File: src/rtl/pipe_pkg.sv
// Shared types and control-word field positions for the pipeline boundary stages.
package pipe_pkg;

  typedef enum logic [1:0] {
    EMPTY = 2'd0,
    ONE   = 2'd1,
    TWO   = 2'd2
  } state_t;

  localparam int CTRL_W_DEF = 14;

  // {regw,memw,regmem,branch,ALUope,flag,ALUctrl[3:0],regScr[3:0]}
  localparam int CTRL_REGW        = 13;
  localparam int CTRL_MEMW        = 12;
  localparam int CTRL_REGMEM      = 11;
  localparam int CTRL_BRANCH      = 10;
  localparam int CTRL_ALUOPE      = 9;
  localparam int CTRL_FLAG        = 8;
  localparam int CTRL_ALUCTRL_MSB = 7;
  localparam int CTRL_ALUCTRL_LSB = 4;
  localparam int CTRL_REGSCR_MSB  = 3;
  localparam int CTRL_REGSCR_LSB  = 0;

endpackage

File: src/rtl/sat_counter.sv
// Up-counter that sticks at all-ones; only reset clears it.
module sat_counter #(
  parameter int W = 16
) (
  input  logic         clk,
  input  logic         rst_n,
  input  logic         inc,
  output logic [W-1:0] value
);

  always_ff @(posedge clk or negedge rst_n) begin
    if (!rst_n)                           value <= '0;
    else if (inc && (value != {W{1'b1}})) value <= value + 1'b1;
  end

endmodule

File: src/rtl/pipe_skid_stage.sv
// Two-entry skid buffer carrying a control word plus NCH operand channels across
// one pipeline boundary, with synchronous flush and a saturating stall counter.
module pipe_skid_stage
  import pipe_pkg::*;
#(
  parameter int CTRL_W = CTRL_W_DEF,
  parameter int DATA_W = 32,
  parameter int NCH    = 3,
  parameter int CNT_W  = 16
) (
  input  logic                  clk,
  input  logic                  rst_n,
  input  logic                  flush,
  input  logic                  in_valid,
  output logic                  in_ready,
  input  logic [CTRL_W-1:0]     in_ctrl,
  input  logic [NCH*DATA_W-1:0] in_data,
  output logic                  out_valid,
  input  logic                  out_ready,
  output logic [CTRL_W-1:0]     out_ctrl,
  output logic [NCH*DATA_W-1:0] out_data,
  output logic [CNT_W-1:0]      stall_cnt
);

  state_t                     state_q, state_d;
  logic [CTRL_W-1:0]          head_ctrl, skid_ctrl;
  logic [NCH-1:0][DATA_W-1:0] head_data, skid_data;
  logic                       in_ready_q;
  logic                       accept, drain;
  logic                       ld_head_in, ld_head_skid, ld_skid;

  assign accept    = in_valid && in_ready_q;
  assign drain     = out_valid && out_ready;
  assign in_ready  = in_ready_q;
  assign out_valid = (state_q != EMPTY);

  // Bubbles are forced to zero so regw/memw can never fire downstream.
  assign out_ctrl  = out_valid ? head_ctrl : '0;
  assign out_data  = out_valid ? head_data : '0;

  always_comb begin
    state_d      = state_q;
    ld_head_in   = 1'b0;
    ld_head_skid = 1'b0;
    ld_skid      = 1'b0;
    if (flush) begin
      state_d = EMPTY;
    end else begin
      case (state_q)
        EMPTY: if (accept) begin
          ld_head_in = 1'b1;
          state_d    = ONE;
        end
        ONE: begin
          if (accept && drain) begin
            ld_head_in = 1'b1;
          end else if (accept) begin
            ld_skid = 1'b1;
            state_d = TWO;
          end else if (drain) begin
            state_d = EMPTY;
          end
        end
        TWO: if (drain) begin
          ld_head_skid = 1'b1;
          state_d      = ONE;
        end
        default: state_d = EMPTY;
      endcase
    end
  end

  always_ff @(posedge clk or negedge rst_n) begin
    if (!rst_n) begin
      state_q    <= EMPTY;
      in_ready_q <= 1'b1;
    end else begin
      state_q    <= state_d;
      in_ready_q <= (state_d != TWO);
    end
  end

  always_ff @(posedge clk or negedge rst_n) begin
    if (!rst_n) begin
      head_ctrl <= '0;
      head_data <= '0;
      skid_ctrl <= '0;
      skid_data <= '0;
    end else begin
      if (ld_head_in) begin
        head_ctrl <= in_ctrl;
        head_data <= in_data;
      end else if (ld_head_skid) begin
        head_ctrl <= skid_ctrl;
        head_data <= skid_data;
      end
      if (ld_skid) begin
        skid_ctrl <= in_ctrl;
        skid_data <= in_data;
      end
    end
  end

  sat_counter #(.W(CNT_W)) u_stall_cnt (
    .clk   (clk),
    .rst_n (rst_n),
    .inc   (out_valid && !out_ready),
    .value (stall_cnt)
  );

endmodule

File: config.mk
export PLATFORM = sky130hd
export DESIGN_NAME = pipe_skid_stage
export DESIGN_NICKNAME = d
export VERILOG_FILES = /design/src/rtl/pipe_pkg.sv /design/src/rtl/sat_counter.sv /design/src/rtl/pipe_skid_stage.sv
export SDC_FILE = /design/constraint.sdc
export NUM_CORES = 1
export LEC_CHECK = 0
export BUFFER_PORTS_ARGS = -buffer_cell sky130_fd_sc_hd__clkbuf_2
export CAP_MARGIN = 25
export CORE_MARGIN = 8
export CORE_UTILIZATION = 55
export CTS_CLUSTER_SIZE = 25
export DETAILED_ROUTE_END_ITERATION = 12
export GPL_TIMING_DRIVEN = 0
export PLACE_DENSITY = 0.88
export SYNTH_ARGS = -nofsm -noshare
export SYNTH_HDL_FRONTEND = slang
export SYNTH_SLANG_ARGS = --single-unit
File: constraint.sdc
create_clock -name clk -period 2.8 [get_ports clk]
set_input_delay 0.42 -clock clk [delete_from_list [all_inputs] [get_ports clk]]
set_output_delay 0.42 -clock clk [all_outputs]
set_load 0.005 [all_outputs]
==> key figures, run 1 <==
Worst hold path
  • Hold Path Class: primary input to flop

Global route
  • Overall Global Routing Usage: 0.225
  • GR met3 Demand/Resource: 0.0589
  • Via count of the first global-routing pass: 8350
  • Final global-route overflow total: 0
  • Met1 track utilization from global routing: 0.281
  • Number of antenna violations at the first check in global routing: 0
  • Largest net degree at the start of global routing: 86
  • M2 GR Usage: 0.372
  • Highest-utilization routing layer at the global route stage: met2
  • Global-route wire length before repair: 43200 um

Logic synthesis
  • Most frequent cells after synthesis: dfrtp_1, nand2_1, a22oi_1, and2_1, mux2_1
  • Avg Synthesized Cell Area: 11.3 um2
  • Synth area leader: dfrtp_1
  • Number of distinct standard cells referenced by the synthesized netlist: 43
  • Proportion of synthesized flip-flops having asynchronous set or reset: 1.00
  • Synth Register Bits: 239
  • Yosys Warn Count: 0
  • Net count after synthesis: 1035
  • Area fraction of the dominant cell type after synthesis: 0.573
  • Most instantiated library cell after synthesis: dfrtp_1
  • Fraction of the yosys area taken by sequential cells: 0.575
  • Dominant cells by area after synthesis: dfrtp_1, mux2_1, nand2_1
  • EDFF count, synth: 0
  • Cell count after synthesis: 919
  • Total standard cell area after synthesis: 10400 um2
  • Commonest register cell after synthesis: dfrtp_1

Status
  • Status: finished, final reports clean

STA
  • Maximum clock frequency: 373 MHz
  • Setup skew after layout: 0.0121 ns
  • Final max-slew violation count: 0
  • Worst Max-Slew Pin Slew: 0.594 ns
  • Final Hold Vio Count: 0
  • Worst Slack Setup Final: 0.121 ns
  • Worst relative slew slack: 0.604
  • Post-route fraction of the period consumed by the critical path: 0.957
  • Setup-violating endpoint count in the final report: 0
  • Setup tns final: 0 ns
  • RSZ-0062 raised after global routing: no
  • Clock period minus worst slack: 2.68 ns

Setup path
  • Slowest stage cell, crit path: dfrtp_1
  • Cells traversed along the worst timing path: buf_2 -> or2_2 -> clkbuf_4 -> clkbuf_1 -> and2_1 -> clkbuf_2
  • Worst path max stage delay: 0.36 ns
  • Setup CP Type: flop to output port
  • Top delay family on crit path: buffers and inverters
  • Setup crit end kind: output port
  • Critical path startpoint category: flop
  • CP Buf/Inv Count: 4
  • Maximum fanout encountered on the critical timing path: 10
  • Data arrival time at the worst-slack endpoint: 2.26 ns
  • Required arrival time at the worst endpoint: 2.38 ns

Clock network
  • CTS clock-pin slew for the worst setup and hold paths: 0.06 ns
  • Total number of H-tree levels: 1
  • TritonCTS Buffers: 25
  • Number of buffers inserted to repair setup after CTS: 0
  • Sinks on Clock Net: 239
  • Longest Clk Path Bufs: 3
  • TritonCTS clock tree: built
  • Root cell of the clock tree: clkbuf_16
  • Clk Latency, worst-skew pair: 0.51 ns

Floorplan
  • Core Rows: 50
  • Placeable core region: 18600 um2
  • Overall die height: 153 um
  • Starting density of the core: 0.558
  • Total Die Area: 23600 um2
  • Io pins: 243
  • Die boundary width: 153 um

Placement
  • Final Wtd Congestion: 0.816
  • Placed Instance Area: 12000 um2
  • Placement Setup Slack: 0.131 ns
  • Dpl hpwl: 19000 um
  • Port bufs: 242

Detailed routing
  • DRC violations left: 0
  • Routed WL per cell: 18.6 um
  • Final ANT Viol Nets: 0
  • DRT Pass-1 Iters: 5
  • Detailed-route via count: 7931
  • Number of DRC markers in iteration 0: 419
  • Aggregate routed wire length: 26800 um
  • Vias per cell: 5.50

Final layout
  • Antenna diode count: 0
  • Post-route cell area: 12900 um2
  • P&R area growth vs syn: 23.9%
  • Final net count: 1307
  • # fillers: 1375
  • Layout cells sized above 1: 0.292

Power and ir drop
  • Power consumption: 0.00980 W
  • Leakage component of the power: 6.69 nW
  • Cell Pwr Density: 760 nW/um2
  • VDD IR max: 0.593 mV

Job
  • Maxcap violations: 0
## power breakdown
group	switching (W)	internal, W	leakage, nW
registers	0.000438	0.00427	2.97
logic	0.000748	0.000745	3.28
clock network	0.00132	0.00228	0.446
total	0.00251	0.00729	6.69
## final cells by class
cell class,instances,area (um2),area share
plain buffers,61,339,0.0263
clock inverters,8,165,0.0128
flip-flops and latches,239,5980,0.464
multi-input cells,618,4080,0.317
repair buffers,245,1280,0.0997
well taps,234,293,0.0227
inverters,1,3.75,0.000291
clock buffers,36,737,0.0572
## metal layers
layer,share of wire,up-vias
met4,0.032,0
met2,0.49,269
met3,0.070,61
met1,0.41,3902
li1,-,3699
met5,0,-
## worst paths after layout
check,start,endpoint,slack [ns],cells after the start
setup / recovery,state_q[1]$_DFF_PN0_,out_data[69],0.12,6
hold / removal,in_data[21],skid_data[21]$_DFFE_PN0P_,0.14,2
setup reg to reg,state_q[1]$_DFF_PN0_,head_data[85]$_DFFE_PN0P_,0.84,6
hold reg to reg,head_data[55]$_DFFE_PN0P_,head_data[55]$_DFFE_PN0P_,0.46,2
max in group asynchronous,rst_n,head_data[78]$_DFFE_PN0P_,1.09,4
min in group asynchronous,rst_n,u_stall_cnt.value[0]$_DFFE_PN0P_,0.48,2
## kinds of logic after synthesis
| family | share of synthesized area |
|---|---|
| adder cells (fa/ha/maj) | 0.00120 |
| AO/OA/AOI/OAI | 0.0877 |
| XOR/XNOR | 0.0101 |
| buffers and inverters | 0.0324 |
| AND/OR/NAND/NOR | 0.172 |
| flip-flops | 0.575 |
| multiplexers | 0.121 |
## timing repair
item                       CTS  global route
resized for setup            4             0
hold buffers                 1             0
setup endpoints to repair   90             0
hold endpoints to repair    73             0
## flip-flops by register name, indices dropped and copies added, names as in the netlist
register,count
skid_ctrl,14
u_stall_cnt.value,16
head_ctrl,14
state_q,2
head_data,96
skid_data,96
in_ready,1
## through the flow
step	hold WS, ns	instances	utilization
after floorplan	0.124	919	-
after global placement	0.450	1395	0.638
after detailed placement	0.454	1397	0.642
after CTS	0.115	1442	0.691
after global routing	0.126	1442	0.691
final	0.138	1442	0.691
## cell usage in the layout (no fill, tap or decap), types with 2 or more instances in the layout
cell	n
clkbuf_2	243
dfrtp_1	238
nand2_1	226
and2_1	110
a22oi_1	110
mux2_1	89
buf_2	26
clkbuf_16	25
clkbuf_1	23
mux2_2	22
buf_6	9
clkbuf_8	8
xor2_1	7
nor2_1	5
nand4_1	5
xnor2_1	5
bufinv_16	5
nand3_1	4
buf_1	3
a31oi_1	3
clkinv_2	3
o21a_1	2
nor4_2	2
a41oi_1	2
and3_1	2
and4_1	2
nor4_1	2
nor3_1	2
a21oi_1	2
buf_16	2
No activity file was read; power rests on OpenSTA's default activity.
==> run 2: changes to the inputs <==
--- a/config.mk
+++ b/config.mk
@@ -5,6 +5,7 @@
 export SDC_FILE = /design/constraint.sdc
 export NUM_CORES = 1
 export LEC_CHECK = 0
+export ABC_AREA = 1
 export BUFFER_PORTS_ARGS = -buffer_cell sky130_fd_sc_hd__clkbuf_2
 export CAP_MARGIN = 25
 export CORE_MARGIN = 8
==> run 2 against run 1 <==
Setup slack gained 0.073 ns. Global-route usage up 3.0 points. Register-to-register slack worse by 0.04 ns. Critical path depth fell by 1. Clock power decreased by 6.4%. Fmax is 2.8% higher. Sequential share of layout area fell by 1.9 points. Flip-flop and latch count unchanged. Sequential power decreased by 4.5%. Synthesized cell count grew 47%. Final cell count increased by 33%. Non-clock buffer count is 25 higher.
==> key figures, run 2 <==
Placement
  • Final Wtd Congestion: 0.864 (was 0.816)
  • Post-Place Cells: 1863 (was 1397)
  • Dpl hpwl: 22300 um (was 19000 um)
  • Port bufs: 242 (unchanged)

Setup path
  • Required arrival time at the worst endpoint: 2.38 ns (about the same)
  • Critical path startpoint category: flop (unchanged)
  • Maximum fanout encountered on the critical timing path: 10 (unchanged)
  • Setup CP Type: flop to output port (unchanged)
  • FF-to-FF Start: in_ready$_DFF_PN1_ (was state_q[1]$_DFF_PN0_)
  • Crit. Startpoint: state_q[1]$_DFF_PN0_ (unchanged)
  • Data arrival time at the worst-slack endpoint: 2.19 ns (was 2.26 ns)
  • Setup crit end kind: output port (unchanged)

Clock network
  • Longest Clk Path Bufs: 3 (unchanged)
  • Number of buffers inserted to repair setup after CTS: 0 (unchanged)
  • TritonCTS clock tree: built (unchanged)
  • Root cell of the clock tree: clkbuf_16 (unchanged)
  • Total number of H-tree levels: 1 (unchanged)
  • Sinks on Clock Net: 239 (unchanged)
  • TritonCTS Buffers: 26 (was 25)
  • CTS clock-pin slew for the worst setup and hold paths: 0.06 ns (about the same)
  • Clk Latency, worst-skew pair: 0.52 ns (was 0.51 ns)

Final layout
  • Layout cells sized above 1: 0.227 (was 0.292)
  • Commonest cells after routing, fill and taps aside: nand2_1, clkbuf_2, dfrtp_1 (was clkbuf_2, dfrtp_1, nand2_1)
  • Finished Core Util: 0.687 (was 0.691)
  • Final net count: 1743 (was 1307)
  • P&R area growth vs syn: 22.6% (was 23.9%)
  • # fillers: 1556 (was 1375)
  • Post-Layout Cell Count: 1911 (was 1442)
  • Storage cell area: 5980 um2 (unchanged)
  • Registers with the most flip-flops: head_data x96, skid_data x96, u_stall_cnt.value x16 (unchanged)
  • Multi-input gate area: 4070 um2 (was 4080 um2)
  • Leading cell type in the layout, fill and taps excluded: nand2_1 (was clkbuf_2)

Floorplan
  • Total Die Area: 24700 um2 (was 23600 um2)
  • Starting density of the core: 0.561 (was 0.558)
  • Placeable core region: 19500 um2 (was 18600 um2)
  • Core Rows: 51 (was 50)
  • Io pins: 243 (unchanged)
  • Overall die height: 157 um (was 153 um)
  • Die boundary width: 157 um (was 153 um)

Power and ir drop
  • Power consumption: 0.00944 W (was 0.00980 W)
  • Logic gate share of total power: 0.168 (was 0.152)
  • Internal Power: 0.00679 W (was 0.00729 W)
  • Proportion of power drawn by flip-flops and latches: 0.477 (was 0.481)
  • NetSw: 0.00266 W (was 0.00251 W)
  • Leakage component of the power: 7.07 nW (was 6.69 nW)
  • Part of the power in the clock network: 0.356 (was 0.367)
  • VDD IR max: 0.515 mV (was 0.593 mV)
  • Fraction of power spent switching nets: 0.281 (was 0.256)
  • Cell Pwr Density: 704 nW/um2 (was 760 nW/um2)

Worst hold path
  • Worst hold path startpoint: flush (was in_data[21])
  • Hold Path Class: primary input to flop (unchanged)

Detailed routing
  • Routed WL per cell: 16.5 um (was 18.6 um)
  • Final ANT Viol Nets: 0 (unchanged)
  • Number of DRC markers in iteration 0: 824 (was 419)
  • DRT Pass-1 Iters: 5 (unchanged)
  • Detailed-route via count: 10100 (was 7931)
  • DRC violations left: 0 (unchanged)
  • Vias per cell: 5.27 (was 5.50)
  • Aggregate routed wire length: 31400 um (was 26800 um)

STA
  • RSZ-0062 raised after global routing: no (unchanged)
  • Setup skew after layout: 0.0117 ns (was 0.0121 ns)
  • Final hold slack: 0.0947 ns (was 0.138 ns)
  • Clock period minus worst slack: 2.61 ns (was 2.68 ns)
  • Final max-slew violation count: 0 (unchanged)
  • Worst relative slew slack: 0.552 (was 0.604)
  • Setup-violating endpoint count in the final report: 0 (unchanged)
  • Final Hold Vio Count: 0 (unchanged)
  • Setup tns final: 0 ns (unchanged)
  • Maximum clock frequency: 384 MHz (was 373 MHz)
  • Post-route fraction of the period consumed by the critical path: 0.931 (was 0.957)
  • Worst Max-Slew Pin Slew: 0.671 ns (was 0.594 ns)

Global route
  • Via count of the first global-routing pass: 10100 (was 8350)
  • Global-route wire length before repair: 50600 um (was 43200 um)
  • Overall Global Routing Usage: 0.254 (was 0.225)
  • Number of antenna violations at the first check in global routing: 1 (was 0)
  • Final global-route overflow total: 0 (unchanged)
  • Largest net degree at the start of global routing: 111 (was 86)

Logic synthesis
  • Avg Synthesized Cell Area: 8.09 um2 (was 11.3 um2)
  • Synth area leader: dfrtp_1 (unchanged)
  • EDFF count, synth: 0 (unchanged)
  • Total standard cell area after synthesis: 11000 um2 (was 10400 um2)
  • Most frequent cells after synthesis: nand2_1, dfrtp_1, nor2_1, inv_1, nand3_1 (was dfrtp_1, nand2_1, a22oi_1, and2_1, mux2_1)
  • Synth Register Bits: 239 (unchanged)
  • Proportion of synthesized flip-flops having asynchronous set or reset: 1.00 (unchanged)
  • Yosys Warn Count: 0 (unchanged)
  • Net count after synthesis: 1470 (was 1035)
  • Cell count after synthesis: 1354 (was 919)
  • Number of distinct standard cells referenced by the synthesized netlist: 25 (was 43)
  • Dominant cells by area after synthesis: dfrtp_1, nand2_1, o211ai_1 (was dfrtp_1, mux2_1, nand2_1)
  • Commonest register cell after synthesis: dfrtp_1 (unchanged)
  • Most instantiated library cell after synthesis: nand2_1 (was dfrtp_1)
  • Area fraction of the dominant cell type after synthesis: 0.544 (was 0.573)
  • Fraction of the yosys area taken by sequential cells: 0.546 (was 0.575)

Job
  • Maxcap violations: 0 (unchanged)

Status
  • Status: finished, final reports clean (unchanged)
==> run 2: cell types whose count changed after synthesis, sizes merged, moves of 7 or more <==
cell / before / now
and2: 110 / 1
mux2: 111 / 0
a22oi: 110 / 0
nand2: 226 / 519
o211ai: 0 / 110
nor2: 5 / 131
xor2: 7 / 0
inv: 1 / 126
buf: 39 / 68
nand3: 4 / 119
==> run 2: kinds of logic (layout without fill, tap and decap cells) <==
group                    Yosys count  count (layout)  synth area share
AO/OA/AOI/OAI                    118             118            0.0802
XOR/XNOR                           7               7           0.00560
adder cells (fa/ha/maj)            1               1           0.00114
buffers and inverters            213             504            0.0823
flip-flops                       239             239             0.546
other                              0               1                 0
AND/OR/NAND/NOR                  776             776             0.285
==> run 2: power by group through the flow <==
stage / Combinational [W] / Sequential, W / Clock (W)
finish: 0.00159 / 0.00450 / 0.00336
floorplan: 0.000970 / 0.00447 / 0
global placement: 0.00150 / 0.00452 / 0
global route: 0.00182 / 0.00457 / 0.00355
CTS: 0.00160 / 0.00449 / 0.00340
detailed placement: 0.00158 / 0.00455 / 0
==> run 2: through the flow <==
stage               setup WS, ns  cell area (um2)
floorplan                   1.19            11000
global route              0.0420            13400
finish                     0.194            13400
global placement           -3.39            12500
CTS                        0.174            13400
detailed placement         0.397            12600
==> run 2: final timing paths <==
check	cells past startpoint	end	slack [ns]
worst min-delay path	2	state_q[0]$_DFF_PN0_	0.09
worst max register to register	6	skid_data[29]$_DFFE_PN0P_	0.80
max in group asynchronous	4	in_ready$_DFF_PN1_	1.13
min in group asynchronous	2	head_data[80]$_DFFE_PN0P_	0.38
worst min register to register	2	skid_data[21]$_DFFE_PN0P_	0.47
worst max-delay path	5	out_data[30]	0.19
==> run 2: repair_timing <==
item                       in CTS  in global routing
hold buffers                    1                  0
hold endpoints to repair       40                  0
setup endpoints to repair      34                  0
gates resized for setup         1                  0
==> run 2: final cells by class <==
cell class,count,share of cell area
Antenna cell,1,0.000186
Tap cell,265,0.0247
Clock inverter,9,0.00569
Timing Repair Buffer,245,0.0957
Sequential cell,239,0.446
Clock buffer,37,0.0576
Inverter,127,0.0358
Multi-Input combinational cell,902,0.303
Buffer,86,0.0314
==> run 2: critical path, cell delays in order, from the launching register on <==
cell	delay, ns
dfrtp_1	0.41
nor2_1	0.22
clkbuf_2	0.38
buf_2	0.41
nor2_1	0.12
clkbuf_2	0.13
==> run 2: layer usage <==
| metal | wire, um | track usage |
|---|---|---|
| met1 | 12800 | 0.331 |
| met5 | 13 | 0 |
| met4 | 542 | 0.0567 |
| met2 | 15100 | 0.432 |
| met3 | 2990 | 0.0515 |
==> run 3: changes to the inputs <==
--- a/config.mk
+++ b/config.mk
@@ -6,6 +6,7 @@
 export NUM_CORES = 1
 export LEC_CHECK = 0
 export ABC_AREA = 1
+export ABC_CLOCK_PERIOD_IN_PS = 2800
 export BUFFER_PORTS_ARGS = -buffer_cell sky130_fd_sc_hd__clkbuf_2
 export CAP_MARGIN = 25
 export CORE_MARGIN = 8
@@ -14,6 +15,7 @@
 export DETAILED_ROUTE_END_ITERATION = 12
 export GPL_TIMING_DRIVEN = 0
 export PLACE_DENSITY = 0.88
+export RECOVER_POWER = 100
 export SYNTH_ARGS = -nofsm -noshare
 export SYNTH_HDL_FRONTEND = slang
 export SYNTH_SLANG_ARGS = --single-unit
==> run 3 against run 2 <==
Critical path depth unchanged. Final area fell by 1.4%. Count of clock-buffer cells in the layout stayed put. Worst hold slack got worse by 0.0057 ns. Total power down 0.49%. Final cell count unchanged. Clock skew up 0.0022 ns. Utilization shrank 0.93 points. Fmax is 0.71% lower. Sequential share of layout area is 0.61 points higher. Setup slack worse by 0.019 ns. Critical endpoint is now out_data[32].
==> key figures, run 3 (synthesized netlist as in run 2, its figures left out) <==
Power and ir drop
  • Cell Pwr Density: 710 nW/um2 (was 704 nW/um2)
  • Part of the power in the clock network: 0.357 (was 0.356)
  • Proportion of power drawn by flip-flops and latches: 0.478 (was 0.477)
  • Leakage component of the power: 6.70 nW (was 7.07 nW)
  • Fraction of power spent switching nets: 0.282 (was 0.281)
  • Logic gate share of total power: 0.165 (was 0.168)
  • NetSw: 0.00265 W (was 0.00266 W)
  • Internal Power: 0.00675 W (was 0.00679 W)
  • VDD IR max: 0.513 mV (was 0.515 mV)

Floorplan
  • Io pins: 243 (unchanged)
  • Core Rows: 51 (unchanged)
  • Total Die Area: 24700 um2 (unchanged)
  • Die boundary width: 157 um (unchanged)
  • Overall die height: 157 um (unchanged)
  • Starting density of the core: 0.561 (unchanged)
  • Placeable core region: 19500 um2 (unchanged)

Setup path
  • Worst path max stage delay: 0.41 ns (about the same)
  • Setup crit end kind: output port (unchanged)
  • Critical path startpoint category: flop (unchanged)
  • CP Buf/Inv Count: 3 (unchanged)
  • Maximum fanout encountered on the critical timing path: 10 (unchanged)
  • Setup CP Type: flop to output port (unchanged)
  • Required arrival time at the worst endpoint: 2.38 ns (about the same)
  • Data arrival time at the worst-slack endpoint: 2.20 ns (was 2.19 ns)
  • Cells traversed along the worst timing path: nor2_1 -> clkbuf_2 -> buf_2 -> nor2_1 -> clkbuf_2 (unchanged)
  • Top delay family on crit path: buffers and inverters (unchanged)
  • Slowest stage cell, crit path: dfrtp_1 (unchanged)

Placement
  • Final Wtd Congestion: 0.864 (unchanged)
  • Placed Instance Area: 12600 um2 (unchanged)
  • Post-Place Cells: 1863 (unchanged)
  • Dpl hpwl: 22300 um (unchanged)
  • Port bufs: 242 (unchanged)

STA
  • Worst Max-Slew Pin Slew: 1.15 ns (was 0.671 ns)
  • Clock period minus worst slack: 2.62 ns (was 2.61 ns)
  • RSZ-0062 raised after global routing: no (unchanged)
  • Setup-violating endpoint count in the final report: 0 (unchanged)
  • Final Hold Vio Count: 0 (unchanged)
  • Setup skew after layout: 0.0139 ns (was 0.0117 ns)
  • Post-route fraction of the period consumed by the critical path: 0.937 (was 0.931)
  • Worst relative slew slack: 0.230 (was 0.552)
  • Maximum clock frequency: 381 MHz (was 384 MHz)
  • Setup tns final: 0 ns (unchanged)
  • Final hold slack: 0.0890 ns (was 0.0947 ns)
  • Final max-slew violation count: 0 (unchanged)

Final layout
  • Post-route cell area: 13200 um2 (was 13400 um2)
  • Final net count: 1743 (unchanged)
  • # fillers: 1628 (was 1556)
  • P&R area growth vs syn: 20.9% (was 22.6%)
  • Layout cells sized above 1: 0.160 (was 0.227)
  • Registers with the most flip-flops: head_data x96, skid_data x96, u_stall_cnt.value x16 (unchanged)
  • Storage cell area: 5980 um2 (unchanged)
  • Multi-input gate area: 4050 um2 (was 4070 um2)
  • Post-Layout Cell Count: 1911 (unchanged)
  • Leading cell type in the layout, fill and taps excluded: nand2_1 (unchanged)
  • Commonest cells after routing, fill and taps aside: nand2_1, dfrtp_1, clkbuf_2 (was nand2_1, clkbuf_2, dfrtp_1)

Worst hold path
  • Hold Path Class: primary input to flop (unchanged)

Clock network
  • Root cell of the clock tree: clkbuf_16 (unchanged)
  • CTS clock-pin slew for the worst setup and hold paths: 0.06 ns (about the same)
  • Sinks on Clock Net: 239 (unchanged)
  • TritonCTS Buffers: 26 (unchanged)
  • Number of buffers inserted to repair setup after CTS: 0 (unchanged)
  • TritonCTS clock tree: built (unchanged)
  • Total number of H-tree levels: 1 (unchanged)
  • Clk Latency, worst-skew pair: 0.52 ns (about the same)
  • Longest Clk Path Bufs: 3 (unchanged)

Detailed routing
  • Number of DRC markers in iteration 0: 912 (was 824)
  • Detailed-route via count: 10000 (was 10100)
  • Vias per cell: 5.24 (was 5.27)
  • Final ANT Viol Nets: 0 (unchanged)
  • DRC violations left: 0 (unchanged)
  • Routed WL per cell: 16.4 um (was 16.5 um)
  • Aggregate routed wire length: 31400 um (about the same)
  • DRT Pass-1 Iters: 5 (unchanged)

Global route
  • Largest net degree at the start of global routing: 111 (unchanged)
  • Number of antenna violations at the first check in global routing: 1 (unchanged)
  • Global-route wire length before repair: 50600 um (unchanged)
  • Overall Global Routing Usage: 0.254 (unchanged)
  • Via count of the first global-routing pass: 10100 (unchanged)
  • Final global-route overflow total: 0 (unchanged)

Status
  • Status: finished, final reports clean (unchanged)

Job
  • Maxcap violations: 0 (unchanged)
-- run 3: cell types whose count changed in the layout (fill, tap and decap cells not counted), sizes merged --
| cell | change |
|---|---|
| clkinvlp | +1 |
| inv | -1 |
| buf | -32 |
| clkbuf | +32 |
-- run 3: power by group through the flow --
| stage | logic (W) | clock network (W) | registers, W |
|---|---|---|---|
| 2_1_floorplan | 0.000970 | 0 | 0.00447 |
| 3_3_place_gp | 0.00150 | 0 | 0.00452 |
| 3_5_place_dp | 0.00158 | 0 | 0.00455 |
| 4_1_cts | 0.00160 | 0.00340 | 0.00449 |
| 5_1_grt | 0.00178 | 0.00355 | 0.00457 |
| 6_report | 0.00155 | 0.00336 | 0.00450 |
-- run 3: metrics by stage --
stage	power, W	setup WS [ns]	util
3_5_place_dp	0.00613	0.397	0.643
4_1_cts	0.00949	0.174	0.687
6_report	0.00940	0.175	0.678
2_1_floorplan	0.00544	1.19	-
5_1_grt	0.00990	0.0228	0.678
3_3_place_gp	0.00602	-3.39	0.640
-- run 3: cell type report --
| class | instances | area share |
|---|---|---|
| sequential | 239 | 0.452 |
| antenna | 1 | 0.000189 |
| timing repair buffer | 245 | 0.0885 |
| inverter | 127 | 0.0363 |
| buffer | 86 | 0.0282 |
| multi-input combinational | 902 | 0.306 |
| clock inverter | 9 | 0.00576 |
| clock buffer | 37 | 0.0584 |
| tap | 265 | 0.0250 |
-- run 3: worst paths after layout --
kind                                                   from                                 to  slack (ns)  depth (start not counted)
max in group asynchronous                             rst_n           skid_ctrl[9]$_DFFE_PN0P_        0.44                          4
hold reg to reg                   skid_data[21]$_DFFE_PN0P_          skid_data[21]$_DFFE_PN0P_        0.47                          2
hold / removal                                        flush               state_q[0]$_DFF_PN0_        0.09                          2
setup / recovery                       state_q[0]$_DFF_PN0_                       out_data[32]        0.18                          5
setup reg to reg           u_stall_cnt.value[1]$_DFFE_PN0P_  u_stall_cnt.value[12]$_DFFE_PN0P_        0.30                          8
min in group asynchronous                             rst_n          head_data[80]$_DFFE_PN0P_        0.38                          2
-- run 3: per-layer routing --
metal  GRT usage  vias to the layer above  wire, um
met2       0.432                      409     14900
met1       0.331                     4753     12900
met5           0                        -        13
met3      0.0515                       53      2940
met4      0.0567                        2       624
li1            -                     4803         -
-- run 3: worst register-to-register path, delay by kind of cell (launching register included) --
kind | cells | cell delay (ns)
flops | 1 | 0.42
simple gates | 4 | 0.41
compound gates | 1 | 0.65
buf+inv | 2 | 0.68
fa+ha+maj | 1 | 0.27
-- run 3: timing repair --
| item | 4_1_cts | 5_1_grt |
|---|---|---|
| hold endpoints to repair | 40 | 0 |
| hold buffers | 1 | 0 |
| gates resized for setup | 1 | 0 |
| setup endpoints to repair | 34 | 0 |
